### config.mk
export PLATFORM = sky130hd
export DESIGN_NAME = car_park_monitor
export DESIGN_NICKNAME = d
export VERILOG_FILES = /design/src/rtl/car_park_pkg.sv /design/src/rtl/sensor_sync.sv /design/src/rtl/car_park_monitor.sv
export SDC_FILE = /design/constraint.sdc
export NUM_CORES = 1
export LEC_CHECK = 0
export CORE_MARGIN = 2
export CORE_UTILIZATION = 35
export CTS_CLUSTER_DIAMETER = 30
export DETAILED_ROUTE_END_ITERATION = 10
export SETUP_SLACK_MARGIN = 0.1
export SLEW_MARGIN = 20
export SYNTH_ARGS = -nofsm -noshare
export SYNTH_HDL_FRONTEND = slang
export SYNTH_SLANG_ARGS = --single-unit
### constraint.sdc
create_clock -name clk -period 2.2 [get_ports clk]
set_clock_uncertainty 0.2 [all_clocks]
set_input_delay 0.55 -clock clk [delete_from_list [all_inputs] [get_ports clk]]
set_output_delay 0.55 -clock clk [all_outputs]
set_load 0.05 [all_outputs]
### src/rtl/car_park_pkg.sv
// Shared encodings and the sensor-sequence decoder for the car park monitor.
package car_park_pkg;

  // FSM state encoding
  localparam logic [2:0] ST_IDLE = 3'd0;
  localparam logic [2:0] ST_EN1  = 3'd1;
  localparam logic [2:0] ST_EN2  = 3'd2;
  localparam logic [2:0] ST_EN3  = 3'd3;
  localparam logic [2:0] ST_EX1  = 3'd4;
  localparam logic [2:0] ST_EX2  = 3'd5;
  localparam logic [2:0] ST_EX3  = 3'd6;

  // Sensor pair {a, b}, 1 = beam blocked
  localparam logic [1:0] S_CLEAR = 2'b00;
  localparam logic [1:0] S_OUTER = 2'b10;
  localparam logic [1:0] S_BOTH  = 2'b11;
  localparam logic [1:0] S_INNER = 2'b01;

  typedef enum logic [2:0] {
    IDLE = ST_IDLE,
    EN1  = ST_EN1,
    EN2  = ST_EN2,
    EN3  = ST_EN3,
    EX1  = ST_EX1,
    EX2  = ST_EX2,
    EX3  = ST_EX3
  } state_t;

  // One decoder step: next state plus the event it raises
  typedef struct packed {
    state_t nxt;
    logic   inc;
    logic   dec;
    logic   err;
  } step_t;

  // Entry walks 10 -> 11 -> 01 -> 00, exit walks the mirror image.
  // Own value holds, next value advances, previous value backs up;
  // anything else is an illegal jump and drops back to IDLE with err.
  function automatic step_t fsm_step(state_t st, logic [1:0] s);
    step_t r;
    r.nxt = IDLE;
    r.inc = 1'b0;
    r.dec = 1'b0;
    r.err = 1'b0;
    case (st)
      IDLE: begin
        case (s)
          S_OUTER: r.nxt = EN1;
          S_INNER: r.nxt = EX1;
          S_BOTH:  r.err = 1'b1;
          default: r.nxt = IDLE;
        endcase
      end
      EN1: begin
        case (s)
          S_OUTER: r.nxt = EN1;
          S_BOTH:  r.nxt = EN2;
          S_CLEAR: r.nxt = IDLE;
          default: r.err = 1'b1;
        endcase
      end
      EN2: begin
        case (s)
          S_BOTH:  r.nxt = EN2;
          S_INNER: r.nxt = EN3;
          S_OUTER: r.nxt = EN1;
          default: r.err = 1'b1;
        endcase
      end
      EN3: begin
        case (s)
          S_INNER: r.nxt = EN3;
          S_CLEAR: r.inc = 1'b1;
          S_BOTH:  r.nxt = EN2;
          default: r.err = 1'b1;
        endcase
      end
      EX1: begin
        case (s)
          S_INNER: r.nxt = EX1;
          S_BOTH:  r.nxt = EX2;
          S_CLEAR: r.nxt = IDLE;
          default: r.err = 1'b1;
        endcase
      end
      EX2: begin
        case (s)
          S_BOTH:  r.nxt = EX2;
          S_OUTER: r.nxt = EX3;
          S_INNER: r.nxt = EX1;
          default: r.err = 1'b1;
        endcase
      end
      EX3: begin
        case (s)
          S_OUTER: r.nxt = EX3;
          S_CLEAR: r.dec = 1'b1;
          S_BOTH:  r.nxt = EX2;
          default: r.err = 1'b1;
        endcase
      end
      default: r.nxt = IDLE;
    endcase
    return r;
  endfunction

endpackage

### src/rtl/sensor_sync.sv
// N-flop, 1-bit synchroniser for an asynchronous photo-sensor input.
module sensor_sync #(
  parameter int N = 2
) (
  input  logic clk,
  input  logic rst_n,
  input  logic d,
  output logic q
);

  logic [N-1:0] sr;

  generate
    if (N == 1) begin : g_single
      // Single capture flop
      always_ff @(posedge clk or negedge rst_n) begin
        // NOTE: clocked state uses non-blocking assignments so every flop samples pre-edge values.
        if (!rst_n) sr <= 1'b0;
        else        sr <= d;
      end
    end else begin : g_chain
      // Shift chain, oldest sample at the top bit
      always_ff @(posedge clk or negedge rst_n) begin
        if (!rst_n) sr <= '0;
        else        sr <= {sr[N-2:0], d};
      end
    end
  endgenerate

  assign q = sr[N-1];

endmodule

### src/rtl/car_park_monitor.sv
// Car park gate monitor: decodes a/b sensor sequences into entry/exit
// events and keeps a saturating occupancy count with status flags.
module car_park_monitor
  import car_park_pkg::*;
#(
  parameter int CAPACITY    = 15,
  parameter int COUNT_W     = 4,
  parameter int SYNC_STAGES = 2
) (
  input  logic               clk,
  input  logic               reset,
  input  logic               a,
  input  logic               b,
  output logic               inc,
  output logic               dec,
  output logic [COUNT_W-1:0] count,
  output logic               full,
  output logic               empty,
  output logic               overflow,
  output logic               underflow,
  output logic               err
);

  localparam logic [COUNT_W-1:0] CAP = COUNT_W'(CAPACITY);

  logic               a_s, b_s;
  state_t             state;
  step_t              step;
  logic [COUNT_W-1:0] cnt_nxt;
  logic               ovf_nxt, unf_nxt;

  sensor_sync #(.N(SYNC_STAGES)) u_sync_a (
    .clk   (clk),
    .rst_n (reset),
    .d     (a),
    .q     (a_s)
  );

  sensor_sync #(.N(SYNC_STAGES)) u_sync_b (
    .clk   (clk),
    .rst_n (reset),
    .d     (b),
    .q     (b_s)
  );

  // Decode the synchronised sensor pair against the current state
  always_comb begin
    step = fsm_step(state, {a_s, b_s});
  end

  // Saturating next count; overflow/underflow replace the wrap
  always_comb begin
    // NOTE: defaults first so no path leaves a variable unassigned (no latch).
    cnt_nxt = count;
    ovf_nxt = 1'b0;
    unf_nxt = 1'b0;
    if (step.inc) begin
      if (count == CAP) ovf_nxt = 1'b1;
      else              cnt_nxt = count + 1'b1;
    end else if (step.dec) begin
      if (count == '0)  unf_nxt = 1'b1;
      else              cnt_nxt = count - 1'b1;
    end
  end

  // Sequence FSM with registered event pulses
  always_ff @(posedge clk or negedge reset) begin
    if (!reset) begin
      state <= IDLE;
      inc   <= 1'b0;
      dec   <= 1'b0;
      err   <= 1'b0;
    end else begin
      state <= step.nxt;
      inc   <= step.inc;
      dec   <= step.dec;
      err   <= step.err;
    end
  end

  // Occupancy counter and flags, updated on the same edge as the pulses
  always_ff @(posedge clk or negedge reset) begin
    if (!reset) begin
      count     <= '0;
      full      <= 1'b0;
      empty     <= 1'b1;
      overflow  <= 1'b0;
      underflow <= 1'b0;
    end else begin
      count     <= cnt_nxt;
      full      <= (cnt_nxt == CAP);
      empty     <= (cnt_nxt == '0);
      overflow  <= ovf_nxt;
      underflow <= unf_nxt;
    end
  end

endmodule
==> out/metrics.cfg <==
[placement]
place_inst=141
gp_congestion=0.8555
port-buffer-count=14
dp_hpwl_mm=1.429

[die]
rows=19
core_sq_mm=0.002758
die_y_um=58.11
io_pins=15
dieArea_sq_mm=0.003377
dieWidth_um=58.11
start_util=0.3716

[routing]
vias=792
wirelength_mm=2.064
drt_pre_antenna_iters=4
vias_per_cell=5.245
antenna_left=0
drt_iter0_markers=35
wl_per_cell_um=13.67
drc_errors=0

[timing]
final_max_slew_viol_count=0
relSlewSlack=0.6740
period_share=0.9222
finalSetupTns_ns=0
setup_violations=0
max_slew.worst_pin.slew_ns=0.4890
fmax_mhz=492.9
rsz0062_at_grt=yes
hold_violations=0
fin_crit_ns=2.029

[global_routing]
grt_use_total=0.1402
grt_pass1_vias=791
grt_pass1_wl_mm=3.643
grt_max_degree=19
grt_overflow_total=0
antenna_found_initial=0

[finish]
seqCellArea_sq_um=454.2
final_cell_mix=buf_4, dfrtp_1, ha_1, inv_1, nand2_1
finalNetCount=134
diodes=0
filler_cell_count=263
drive_gt1_frac=0.3500
multi_input_area_sq_um=566.8
final-instance-count-excl-fill=151
synthToLayoutAreaGrowth_pct=29.55
mostFrequentLayoutCell=buf_4

[clocking]
cts_root_buf=clkbuf_4
insertion_delay_ns=0.29
cts_buffers=3
cts_tree=built
cts_buffer_depth=2
htreeDepth=1
clkSlewWorstSetupHoldPaths_ns=0.10
cts.sinks=18

[power_and_ir_drop]
ir_drop_uv=562.4
p_per_area_mw_per_mm2=1010
leakage_nw=0.6371
seq_power_share=0.357
clock_power_share=0.128
switchingPower_mw=0.5878
p_sw_frac=0.4386
p_comb_frac=0.515
power.internal_mw=0.7525

[critical_path]
cpPeakStageDelay_ns=0.42
cp.arrival_ns=2.06
start_kind=flop
crit_required_ns=2.23
crit_family=compound AO/OA/AOI/OAI gates
crit_top_cell=inv_2
worstSetupEndpointType=flop
worstPathMaxFanout=6
worst_path_max_delay_cell=dfrtp_1
crit_buf_inv=2
path_cells=inv_2, ha_4, nand4b_1, inv_2, a221oi_2, a311oi_4, and4_1
criticalPathCategory=flop to flop

[synth]
synth_top_family_by_area=simple AND/OR/NAND/NOR gates
yosys.area_share.simple=0.1929
synth.distinct_cells=44
synth-seq-cells=18
async_reset_ff_frac=1.000
synth_ff_type=dfrtp_1
synth_xor_area_frac=0.008547
synth_edf_count=0
yosys_warnings=0
synth-compound-area-share=0.1648
synth_fp_nets=108
synth_adder_area_share=0.1099
synth_area_per_cell_sq_um=10.79
yosysSeqAreaShare=0.4408
netlist_instances=95
muxShareOfSynthArea=0.03419
syn_area_sq_mm=0.001025

[run_status]
status=completed

[hold_path]
worstHoldPathType=flop to flop

[flow_run]
max-cap-violations=0

flip-flops by register name, indices dropped and copies added (netlist names):
register	count
count	4
underflow	1
u_sync_a.sr	2
overflow	1
full	1
empty	1
err	1
inc	1
state	3
u_sync_b.sr	2
dec	1
power groups by stage:
| stage | Combinational, mW | Clock (mW) | Sequential [mW] |
|---|---|---|---|
| final | 0.691 | 0.171 | 0.478 |
| after global routing | 0.746 | 0.203 | 0.491 |
| after CTS | 0.641 | 0.178 | 0.476 |
| after detailed placement | 0.633 | 0 | 0.482 |
| after global placement | 0.621 | 0 | 0.483 |
| after floorplan | 0.322 | 0 | 0.606 |
repair_timing:
action / 4_1_cts / 5_1_grt
setup buffers: 0 / 6
hold buffers: 0 / 0
setup endpoints to repair: 1 / 2
endpoints found under the hold margin: 0 / 0
pin swaps: 1 / 2
gates resized for setup: 4 / 6
Yosys cell counts (3+ instances only):
cell | number | area [sq um]
nor2_1 | 4 | 15.01
o22ai_1 | 4 | 25.02
inv_1 | 7 | 26.28
o21ai_0 | 3 | 15.01
dfrtp_1 | 17 | 425.4
nand2b_1 | 3 | 18.77
ha_1 | 9 | 112.6
nand2_1 | 5 | 18.77
layer usage:
| layer | wire, um | vias up | global-route usage | part of all wire |
|---|---|---|---|---|
| li1 | - | 396 | - | - |
| met4 | 29 | 0 | 0.04983 | 0.014 |
| met1 | 933 | 372 | 0.1854 | 0.45 |
| met5 | 0 | - | 0 | 0 |
| met2 | 1004 | 20 | 0.2273 | 0.49 |
| met3 | 96 | 4 | 0.02902 | 0.047 |
kinds of logic after synthesis:
family,after synthesis
fa+ha+maj,9
simple gates,30
mux,3
buf+inv,13
xor+xnor,1
compound gates,21
flops,18
area by class of cell:
type,instances,share of cell area
timing repair buffer,25,0.1565
tap,31,0.02922
inverter,9,0.02545
clock buffer,4,0.01979
multi-input combinational,64,0.4270
sequential,18,0.3421
worst paths after layout:
kind	start	to	slack, ns	cells after the start
worst max-delay path	u_sync_a.sr[1]	full	0.17	7
worst min-delay path	u_sync_a.sr[0]	u_sync_a.sr[1]	0.17	0
worst max register to register	u_sync_a.sr[1]	full	0.17	7
worst min register to register	u_sync_a.sr[0]	u_sync_a.sr[1]	0.17	0
max in group asynchronous	reset	empty	1.17	2
min in group asynchronous	reset	err	0.37	2
through the flow:
| step | setup WS [ns] | total power, mW | instance area [sq um] | hold slack (ns) | util |
|---|---|---|---|---|---|
| global route | 0.07140 | 1.440 | 1328 | 0.1791 | 0.4814 |
| global placement | 0.1327 | 1.103 | 1211 | 0.1320 | 0.4392 |
| floorplan | 0.1203 | 0.9275 | 1026 | 0.05441 | - |
| detailed placement | 0.05652 | 1.115 | 1211 | 0.1458 | 0.4392 |
| CTS | 0.1072 | 1.295 | 1261 | 0.1708 | 0.4574 |
| finish | 0.1712 | 1.340 | 1328 | 0.1677 | 0.4814 |
(Power assumes the default switching activity.)
==> patch: new RTL, config.mk and constraints unchanged <==
Change the parameter `COUNT_W` from 4 to 5.
--- a/src/rtl/car_park_monitor.sv
+++ b/src/rtl/car_park_monitor.sv
@@ -6,3 +6,3 @@
   parameter int CAPACITY    = 15,
-  parameter int COUNT_W     = 4,
+  parameter int COUNT_W     = 5,
   parameter int SYNC_STAGES = 2
Ports: changed (resized count); port bits go from 15 to 16. The function was not compared with the original's and may differ.
==> patch against the unedited design <==
Area after synthesis grew 16%; combinational power up 12%; worst setup slack gained 1.0 ps; sequential share of layout area fell by 2.9 points; first-iteration DRC count down 46%; fmax hardly changed; core utilization down 1.8 points; cell area up 16%; total power up 10%; routed wire length grew 20%; sequential cell count is 1 higher; largest cell class unchanged; largest power group unchanged; highest routed layer unchanged.
==> patch: results (changes against the unedited design) <==
Place
  • Placed instance area: 0.001395 mm2 (was 0.001211 mm2)
  • DP Worst Slack: -29.84 ps (was 56.52 ps)
  • Detailed Place HPWL: 1717 um (was 1429 um)
  • Port buffer count: 15 (was 14)

Drt
  • Metal3 WL: 114 um (was 96 um)
  • Via count: 899 (was 792)
  • DRT met1 WL: 1147 um (was 933 um)
  • Metal2 WL: 1182 um (was 1004 um)

GRT
  • Vias in the first global route: 915 (was 791)
  • Met1 Use GR: 16.65% (was 18.54%)
  • First-pass GRT wire length: 4153 um (was 3643 um)
  • Met2 Resource Use GR: 22.15% (was 22.73%)
  • M3 GR Usage: 3.623% (was 2.902%)

Critical path
  • Critical R2R Launch: count[1]$_DFF_PN0_ (was u_sync_a.sr[1]$_DFF_PN0_)
  • Crit-path max cell delay: 460 ps (was 420 ps)
  • Delay-heaviest family, CP: simple AND/OR/NAND/NOR gates (was compound AO/OA/AOI/OAI gates)
  • Worst r2r dst: empty$_DFF_PN1_ (was full$_DFF_PN0_)
  • R2R cell count: 8 (was 7)

Run status
  • Outcome: completed (unchanged)

Pwr
  • Logic pwr share: 52.1% (was 51.5%)
  • Clk network pwr share: 12.6% (was 12.8%)
  • LEAKAGE: 0.7206 nW (was 0.6371 nW)
  • Sw frac: 43.73% (was 43.86%)
  • P_int: 0.0008319 W (was 0.0007525 W)

Cells and area
  • Fin nets: 152 (was 134)
  • Share of cells above drive strength 1: 39.13% (was 35.00%)
  • Biggest regs: count: 5 flops, state: 3 flops (was count: 4 flops, state: 3 flops)

Synth
  • Top post-synthesis cells by count: dfrtp_1 (18), inv_1 (10), ha_1 (9) (was dfrtp_1 (17), ha_1 (9), inv_1 (7))
  • Synth top area cells: dfrtp_1 (38%), ha_1 (9.5%), nand4b_4 (4.0%) (was dfrtp_1 (42%), ha_1 (11%), dfstp_2 (2.6%))
  • Count of cell types in the netlist: 42 (was 44)
  • Sequential area share after synthesis: 40.02% (was 44.08%)

Timing
  • Worst-Margin Slew: 434.3 ps (was 489.0 ps)

Clocking
  • Reg clk slew, reported paths: 120 ps (was 100 ps)
-- patch: worst max path at each step --
stage / from / endpoint / slack, ps / cells after the start
after floorplan: count[0]$_DFF_PN0_ / full$_DFF_PN0_ / 130 / 7
after global placement: u_sync_a.sr[1]$_DFF_PN0_ / empty$_DFF_PN1_ / 20 / 7
after detailed placement: u_sync_a.sr[1]$_DFF_PN0_ / empty$_DFF_PN1_ / -30 / 7
after CTS: u_sync_b.sr[1]$_DFF_PN0_ / empty$_DFF_PN1_ / 110 / 7
after global routing: u_sync_a.sr[1]$_DFF_PN0_ / empty$_DFF_PN1_ / 30 / 7
final: count[1]$_DFF_PN0_ / empty$_DFF_PN1_ / 170 / 8
-- patch: layout make-up --
cell class | count | area [um2]
Clock buffer | 3 | 22.52
Clock inverter | 1 | 5.005
Fill cell | 330 | 1777
Inverter | 10 | 37.54
Multi-Input combinational cell | 75 | 673.1
Sequential cell | 19 | 480.5
Tap cell | 46 | 57.56
Timing Repair Buffer | 30 | 257.7
-- patch: kinds of logic after synthesis --
group	share of synthesized area (%)
buffers and inverters	6.407
AOI/OAI and AO/OA	13.66
DFF	40.02
muxes	2.521
and+or+nand+nor	25.11
xor gates and xnor gates	2.837
adders and majority gates	9.454
-- patch: what timing repair did --
| action | in CTS | in global routing |
|---|---|---|
| gates resized for setup | 4 | 7 |
| endpoints found under the setup margin | 2 | 2 |
| setup buffers | 0 | 10 |
| pin swaps | 0 | 7 |
-- patch: per-stage QoR --
stage          utilization (%)  setup TNS (ps)  cells
2_1_floorplan                -               0    110
3_3_place_gp             42.14               0    170
3_5_place_dp             42.14          -29.84    170
4_1_cts                  43.42               0    174
5_1_grt                  46.33               0    184
6_report                 46.33               0    184
